===== config.mk =====
export PLATFORM = sky130hd
export DESIGN_NAME = regfile_sb_flat
export DESIGN_NICKNAME = d
export VERILOG_FILES = /design/src/rtl/rf_pkg.sv /design/src/rtl/regfile_sb_if.sv /design/src/rtl/rf_word.sv /design/src/rtl/regfile_sb.sv /design/src/flat_wrapper.sv
export SDC_FILE = /design/constraint.sdc
export NUM_CORES = 1
export LEC_CHECK = 0
export CAP_MARGIN = 20
export CORE_AREA = 2 2 211 172
export CTS_CLUSTER_SIZE = 14
export DETAILED_ROUTE_END_ITERATION = 10
export DIE_AREA = 0 0 213 174
export GPL_TIMING_DRIVEN = 0
export MAX_ROUTING_LAYER = met4
export SYNTH_ARGS = -nofsm -noshare
export SYNTH_HDL_FRONTEND = slang
export SYNTH_HIERARCHICAL = 1
export SYNTH_SLANG_ARGS = --single-unit

===== constraint.sdc =====
create_clock -name clk -period 7 [get_ports clk]
set_input_delay 1.4 -clock clk [delete_from_list [all_inputs] [get_ports clk]]
set_output_delay 1.4 -clock clk [all_outputs]
set_load 0.02 [all_outputs]

===== src/rtl/rf_pkg.sv =====
// Shared types and constants for the regfile_sb register file.
// Holds the write-mode encoding, the default geometry and the helper that
// turns a write mode into a per-bit lane mask.
package rf_pkg;

    localparam int RF_DATA_W     = 16;
    localparam int RF_NUM_REGS   = 16;
    localparam int RF_MAX_DATA_W = 256;

    typedef enum logic [1:0] {
        WM_FULL = 2'b00,
        WM_LO   = 2'b01,
        WM_HI   = 2'b10,
        WM_RSVD = 2'b11
    } wmode_t;

    // Returns a mask with a 1 for every bit of a dataW-wide word that the
    // given mode writes; callers truncate the result to their own width.
    function automatic logic [RF_MAX_DATA_W-1:0] laneMask(input wmode_t mode, input int dataW);
        logic [RF_MAX_DATA_W-1:0] m;
        m = '0;
        for (int b = 0; b < RF_MAX_DATA_W; b++) begin
            if (b < dataW) begin
                case (mode)
                    WM_FULL: m[b] = 1'b1;
                    WM_LO:   m[b] = (b < dataW / 2);
                    WM_HI:   m[b] = (b >= dataW / 2);
                    default: m[b] = 1'b0;
                endcase
            end
        end
        return m;
    endfunction

endpackage


===== src/rtl/regfile_sb_if.sv =====
// Bus between the pipeline (decode issue/read, writeback write/clear) and
// the regfile_sb register file with its busy scoreboard.
interface regfile_sb_if #(
    parameter int DATA_W   = 16,
    parameter int NUM_REGS = 16,
    parameter int ADDR_W   = $clog2(NUM_REGS)
);

    logic [ADDR_W-1:0]   SrcReg1;
    logic [ADDR_W-1:0]   SrcReg2;
    logic [DATA_W-1:0]   SrcData1;
    logic [DATA_W-1:0]   SrcData2;
    logic [ADDR_W-1:0]   DstReg;
    logic                WriteReg;
    logic [1:0]          WMode;
    logic [DATA_W-1:0]   DstData;
    logic                IssueVld;
    logic [ADDR_W-1:0]   IssueReg;
    logic                Busy1;
    logic                Busy2;
    logic [NUM_REGS-1:0] BusyVec;

    modport master (
        output SrcReg1, SrcReg2, DstReg, WriteReg, WMode, DstData, IssueVld, IssueReg,
        input  SrcData1, SrcData2, Busy1, Busy2, BusyVec
    );

    modport slave (
        input  SrcReg1, SrcReg2, DstReg, WriteReg, WMode, DstData, IssueVld, IssueReg,
        output SrcData1, SrcData2, Busy1, Busy2, BusyVec
    );

endinterface


===== src/rtl/rf_word.sv =====
// One register-file word with a per-bit write mask, so half-lane writes
// leave the untouched lanes holding their old contents.
module rf_word #(
    parameter int DATA_W = 16
) (
    input  logic              clk,
    input  logic              rst,
    input  logic              we,
    input  logic [DATA_W-1:0] mask,
    input  logic [DATA_W-1:0] din,
    output logic [DATA_W-1:0] q
);

    // Clear on reset, otherwise merge masked new bits over the held value
    always_ff @(posedge clk) begin
        if (rst) begin
            q <= '0;
        end else if (we) begin
            q <= (q & ~mask) | (din & mask);
        end
    end

endmodule


===== src/rtl/regfile_sb.sv =====
// Parametrised register file: two combinational read ports, one masked
// write port (full / low half / high half) and a per-register busy
// scoreboard for RAW hazard detection.
// Optional macro RF_BYPASS_EN: write-through forwarding on the read ports
// and write-clear lookahead on the Busy outputs.
module regfile_sb
    import rf_pkg::*;
#(
    parameter int DATA_W   = RF_DATA_W,
    parameter int NUM_REGS = RF_NUM_REGS,
    parameter int ADDR_W   = $clog2(NUM_REGS),
    parameter int ZERO_REG = 1
) (
    input logic         clk,
    input logic         rst,
    regfile_sb_if.slave bus
);

    logic [DATA_W-1:0]   regQ [NUM_REGS];
    logic [DATA_W-1:0]   wMask;
    logic [NUM_REGS-1:0] busyQ;
    logic [NUM_REGS-1:0] busyNext;
    logic [DATA_W-1:0]   rdData1;
    logic [DATA_W-1:0]   rdData2;
    logic                rdBusy1;
    logic                rdBusy2;

    // Lane mask for the current write; the reserved mode yields an empty mask
    always_comb begin
        wMask = DATA_W'(laneMask(wmode_t'(bus.WMode), DATA_W));
    end

    // Storage words; the zero register is a constant and gets no flops
    for (genvar i = 0; i < NUM_REGS; i++) begin : gReg
        if (ZERO_REG != 0 && i == 0) begin : gZero
            assign regQ[i] = '0;
        end else begin : gWord
            logic wordWe;
            assign wordWe = bus.WriteReg && (bus.DstReg == ADDR_W'(i));
            rf_word #(.DATA_W(DATA_W)) uWord (
                .clk  (clk),
                .rst  (rst),
                .we   (wordWe),
                .mask (wMask),
                .din  (bus.DstData),
                .q    (regQ[i])
            );
        end
    end

`ifdef RF_BYPASS_EN
    logic srcHit1;
    logic srcHit2;

    // A same-cycle write to a read index forwards its merged value and hides the busy bit it clears
    always_comb begin
        srcHit1 = bus.WriteReg && (bus.DstReg == bus.SrcReg1)
                  && !(ZERO_REG != 0 && bus.SrcReg1 == '0);
        srcHit2 = bus.WriteReg && (bus.DstReg == bus.SrcReg2)
                  && !(ZERO_REG != 0 && bus.SrcReg2 == '0);
        rdData1 = regQ[bus.SrcReg1];
        rdData2 = regQ[bus.SrcReg2];
        rdBusy1 = busyQ[bus.SrcReg1];
        rdBusy2 = busyQ[bus.SrcReg2];
        if (srcHit1) begin
            rdData1 = (rdData1 & ~wMask) | (bus.DstData & wMask);
            rdBusy1 = 1'b0;
        end
        if (srcHit2) begin
            rdData2 = (rdData2 & ~wMask) | (bus.DstData & wMask);
            rdBusy2 = 1'b0;
        end
    end
`else
    // Reads return the stored word and the registered busy bit only
    always_comb begin
        rdData1 = regQ[bus.SrcReg1];
        rdData2 = regQ[bus.SrcReg2];
        rdBusy1 = busyQ[bus.SrcReg1];
        rdBusy2 = busyQ[bus.SrcReg2];
    end
`endif

    // Next busy bitmap: writeback clears first so a same-cycle issue to that index still wins
    always_comb begin
        busyNext = busyQ;
        if (bus.WriteReg) begin
            busyNext[bus.DstReg] = 1'b0;
        end
        if (bus.IssueVld) begin
            busyNext[bus.IssueReg] = 1'b1;
        end
        if (ZERO_REG != 0) begin
            busyNext[0] = 1'b0;
        end
    end

    // Busy bitmap register; reset drops every pending producer
    always_ff @(posedge clk) begin
        if (rst) begin
            busyQ <= '0;
        end else begin
            busyQ <= busyNext;
        end
    end

    assign bus.SrcData1 = rdData1;
    assign bus.SrcData2 = rdData2;
    assign bus.Busy1    = rdBusy1;
    assign bus.Busy2    = rdBusy2;
    assign bus.BusyVec  = busyQ;

endmodule


===== src/flat_wrapper.sv =====
// flat-port wrapper written by rule: the top's interface ports become plain ports
module regfile_sb_flat import rf_pkg::*;
#(
    parameter int DATA_W   = RF_DATA_W,
    parameter int NUM_REGS = RF_NUM_REGS,
    parameter int ADDR_W   = $clog2(NUM_REGS),
    parameter int ZERO_REG = 1
)
  (clk, rst, bus_SrcReg1, bus_SrcReg2, bus_DstReg, bus_WriteReg, bus_WMode, bus_DstData, bus_IssueVld, bus_IssueReg, bus_SrcData1, bus_SrcData2, bus_Busy1, bus_Busy2, bus_BusyVec);
  regfile_sb_if #(.DATA_W(DATA_W), .NUM_REGS(NUM_REGS), .ADDR_W(ADDR_W)) bus_i ();
  input logic clk;
  input logic rst;
  input wire logic [$bits(bus_i.SrcReg1)-1:0] bus_SrcReg1;
  input wire logic [$bits(bus_i.SrcReg2)-1:0] bus_SrcReg2;
  input wire logic [$bits(bus_i.DstReg)-1:0] bus_DstReg;
  input wire logic [$bits(bus_i.WriteReg)-1:0] bus_WriteReg;
  input wire logic [$bits(bus_i.WMode)-1:0] bus_WMode;
  input wire logic [$bits(bus_i.DstData)-1:0] bus_DstData;
  input wire logic [$bits(bus_i.IssueVld)-1:0] bus_IssueVld;
  input wire logic [$bits(bus_i.IssueReg)-1:0] bus_IssueReg;
  output wire logic [$bits(bus_i.SrcData1)-1:0] bus_SrcData1;
  output wire logic [$bits(bus_i.SrcData2)-1:0] bus_SrcData2;
  output wire logic [$bits(bus_i.Busy1)-1:0] bus_Busy1;
  output wire logic [$bits(bus_i.Busy2)-1:0] bus_Busy2;
  output wire logic [$bits(bus_i.BusyVec)-1:0] bus_BusyVec;
  assign bus_i.SrcReg1 = bus_SrcReg1;
  assign bus_i.SrcReg2 = bus_SrcReg2;
  assign bus_i.DstReg = bus_DstReg;
  assign bus_i.WriteReg = bus_WriteReg;
  assign bus_i.WMode = bus_WMode;
  assign bus_i.DstData = bus_DstData;
  assign bus_i.IssueVld = bus_IssueVld;
  assign bus_i.IssueReg = bus_IssueReg;
  assign bus_SrcData1 = bus_i.SrcData1;
  assign bus_SrcData2 = bus_i.SrcData2;
  assign bus_Busy1 = bus_i.Busy1;
  assign bus_Busy2 = bus_i.Busy2;
  assign bus_BusyVec = bus_i.BusyVec;
  regfile_sb #(.DATA_W(DATA_W), .NUM_REGS(NUM_REGS), .ADDR_W(ADDR_W), .ZERO_REG(ZERO_REG)) u_core (.clk(clk), .rst(rst), .bus(bus_i));
endmodule

==> summary.txt <==
Outcome: finished clean
CP required: 5.60 ns
Hold Worst Slack: 0.509 ns
Synthesis Warnings: 6
Fin. max-slew vios: 0
Fin cells: 2102
Sw Ratio: 27.2%
Die width: 213 um
Cell with the largest stage delay on the worst path: a221oi_1
Tot GR Track Use: 32.9%
Cell variety after synth: 41
Input/output buffers: 78
Post-detailed-route count of antenna-violating nets: 0
TritonCTS buffer count: 29
Synth Instances: 1483
Least-Margin Pin Slew: 1.21 ns
Worst path top cell family by delay: buffers and inverters
CTS Hold Bufs: 0
Syn-to-layout area delta: 16.1%
Setup violations, final: 0
DP Worst Slack: 1.29 ns
Clk_lat worst skew: 0.57 ns
Max Clk Rate: 171 MHz
Clock-pin slew on the worst setup and hold paths: 0.06 ns
CTS H-tree depth: 1
Initial antenna violation count: 3
Vias per cell: 6.49
# fillers: 3215
Endpoint kind of the worst setup timing path: output pin
Internal: 0.00256 W
RSZ-0062 raised after global routing: false
Most frequent cells in the layout: dfxtp_1, nand3_1, a21bo_1
Critical path buffer and inverter count: 3
Hold Crit Class: flop to flop
I/O pins: 88
Root buffer cell: clkbuf_16
Crit-path max FO: 10
Starting Density: 44.2%
Yosys reg bits: 255
GP Congestion: 1.00
Kind of critical path: input port to output pin
Minimum clock period: 5.86 ns
Power per cell area: 195 nW/um^2
Final instance area: 18000 sq um
Drt total wl: 59500 um
Clock Tree Buf Depth: 3
Critical Path AT: 4.46 ns
Final #Nets: 1635
HPWL Detailed: 41400 um
CTS tree: built
Die Span Y: 174 um
First-pass GRT wire length: 87500 um
Post_cts resized: 0
Inst Count DP: 2044
Largest family of logic cells by synthesized area: compound AO/OA/AOI/OAI gates
Mux share of post-synthesis cell area: 19.6%
Worst-path cell chain: clkdlybuf4s50_1 -> clkinv_1 -> a221oi_1 -> a21oi_1 -> o211ai_1 -> clkdlybuf4s50_1
Final-report hold violation count: 0
Number of global-route vias before repair: 12854
Largest net degree at the start of global routing: 183
Comb power frac: 12.1%
Slowest stage delay, CP: 0.82 ns
Most common cell after layout, fill and taps aside: dfxtp_1
Final Cycle Share: 83.7%
VDD IR-drop max: 192 uV
Initial drt markers: 1999
Sw Pwr: 0.000954 W
Drt first pass iters: 6
Slew margin rel.: 19.1%
Post-synthesis xor/xnor area fraction: 0%
Sequential share of the synthesized area: 32.9%
Critical Path Most Common Cell: clkdlybuf4s50_1
Setup TNS: 0 ns
Worst Setup Slack, final: 1.14 ns
Layout cell share with drive strength beyond 1: 27.1%
FP Rows: 62
Via count: 13650
Detailed-route DRC error count: 0
Setup Buffers After CTS: 0
Syn nets: 1521
Final setup skew: 0 ns
GRT overflow: 0
Die area: 37100 sq um
Post-synthesis simple-gate area fraction: 10.3%
DP Area: 17000 sq um
Clock power frac: 45.9%
DR WL/cell: 28.3 um
Syn avg cell area: 10.5 sq um
Synth Area in Adders: 0%
Leak: 6.13 nW
Clock Sinks: 255
Complex-gate fraction of the synthesized area: 31.1%
Sequential power share: 41.9%
Crit start category: input port
Core ar.: 35100 sq um
Synthesized area: 15500 sq um
Max_cap viols: 0
==> final cells by class <==
type,count,area (sq um),share of cell area [%]
Antenna cell,2,5.00,0.0277
Buffer,127,927,5.14
Clock buffer,38,810,4.49
Clock inverter,16,191,1.06
Inverter,8,45.0,0.250
Multi-Input combinational cell,1093,9480,52.5
Sequential cell,255,5100,28.3
Tap cell,480,601,3.33
Timing Repair Buffer,83,886,4.91
==> path summary, 6_finish.rpt <==
| check | slack (ns) | cells past startpoint | start | end |
|---|---|---|---|---|
| worst max-delay path | 1.14 | 6 | bus_SrcReg1[3] | bus_SrcData1[5] |
| worst min register to register | 0.51 | 2 | u_core/bus.BusyVec[5] | u_core/bus.BusyVec[5] |
| worst min-delay path | 0.51 | 2 | u_core/bus.BusyVec[5] | u_core/bus.BusyVec[5] |
| worst max register to register | 6.12 | 2 | flop | flop |
==> power by group through the flow <==
stage / registers [W] / logic, W / clock network [W]
final: 0.00147 / 0.000426 / 0.00161
after global routing: 0.00147 / 0.000440 / 0.00169
after CTS: 0.00147 / 0.000413 / 0.00164
after detailed placement: 0.00151 / 0.000411 / 0
after global placement: 0.00150 / 0.000404 / 0
after floorplan: 0.00150 / 0.000230 / 0
==> worst register-to-register path: cells and delay by family (launching register included) <==
kind	cells	cell delay (ns)
AO/OA/AOI/OAI	2	0.38
flip-flops	1	0.43
==> synth_stat cells <==
cell type / number / area [sq um]
a21bo_1: 210 / 2100
a21bo_2: 30 / 300
a21oi_1: 162 / 811
a21oi_2: 105 / 920
a221o_1: 8 / 80.1
a221oi_1: 19 / 166
a22o_1: 17 / 149
a22oi_1: 2 / 15.0
a2bb2oi_1: 1 / 8.76
and4b_1: 1 / 10.0
buf_1: 2 / 7.51
buf_2: 36 / 180
buf_4: 3 / 22.5
buf_6: 47 / 529
buf_8: 2 / 30.0
clkbuf_1: 22 / 82.6
clkbuf_2: 15 / 75.1
clkinv_1: 2 / 7.51
conb_1: 1 / 3.75
dfxtp_1: 255 / 5100
inv_1: 6 / 22.5
mux2_1: 8 / 90.1
mux2_2: 44 / 495
mux2i_1: 20 / 200
mux4_2: 100 / 2250
nand2_1: 23 / 86.3
nand2b_1: 5 / 31.3
nand3_1: 251 / 1260
nand3b_1: 1 / 7.51
nand4b_1: 1 / 8.76
nor2_1: 32 / 120
nor2b_1: 7 / 43.8
nor3_1: 1 / 5.00
nor3b_1: 2 / 15.0
nor4bb_1: 1 / 10.0
o211ai_1: 8 / 60.1
o21ai_0: 13 / 65.1
o21ai_1: 2 / 10.0
o221ai_1: 9 / 78.8
o22a_1: 7 / 61.3
or3_1: 2 / 12.5
==> cell families after synthesis <==
group	count (synthesis)
flip-flops	255
AO/OA/AOI/OAI	593
AND/OR/NAND/NOR	327
other	1
multiplexers	172
buffers and inverters	135
==> layer usage <==
layer	track usage, %	share of wire (%)	vias up
met5	-	0	-
met4	10.5	3.8	0
met3	6.09	9.7	121
met2	47.1	43	744
met1	46.6	43	6831
li1	-	-	5954
==> stage by stage <==
step	total power (W)	util [%]
final	0.00351	51.3
after detailed placement	0.00192	48.4
after global placement	0.00191	48.1
after floorplan	0.00173	-
after global routing	0.00361	51.3
after CTS	0.00353	51.2
Power figures use the tool's default switching activity.
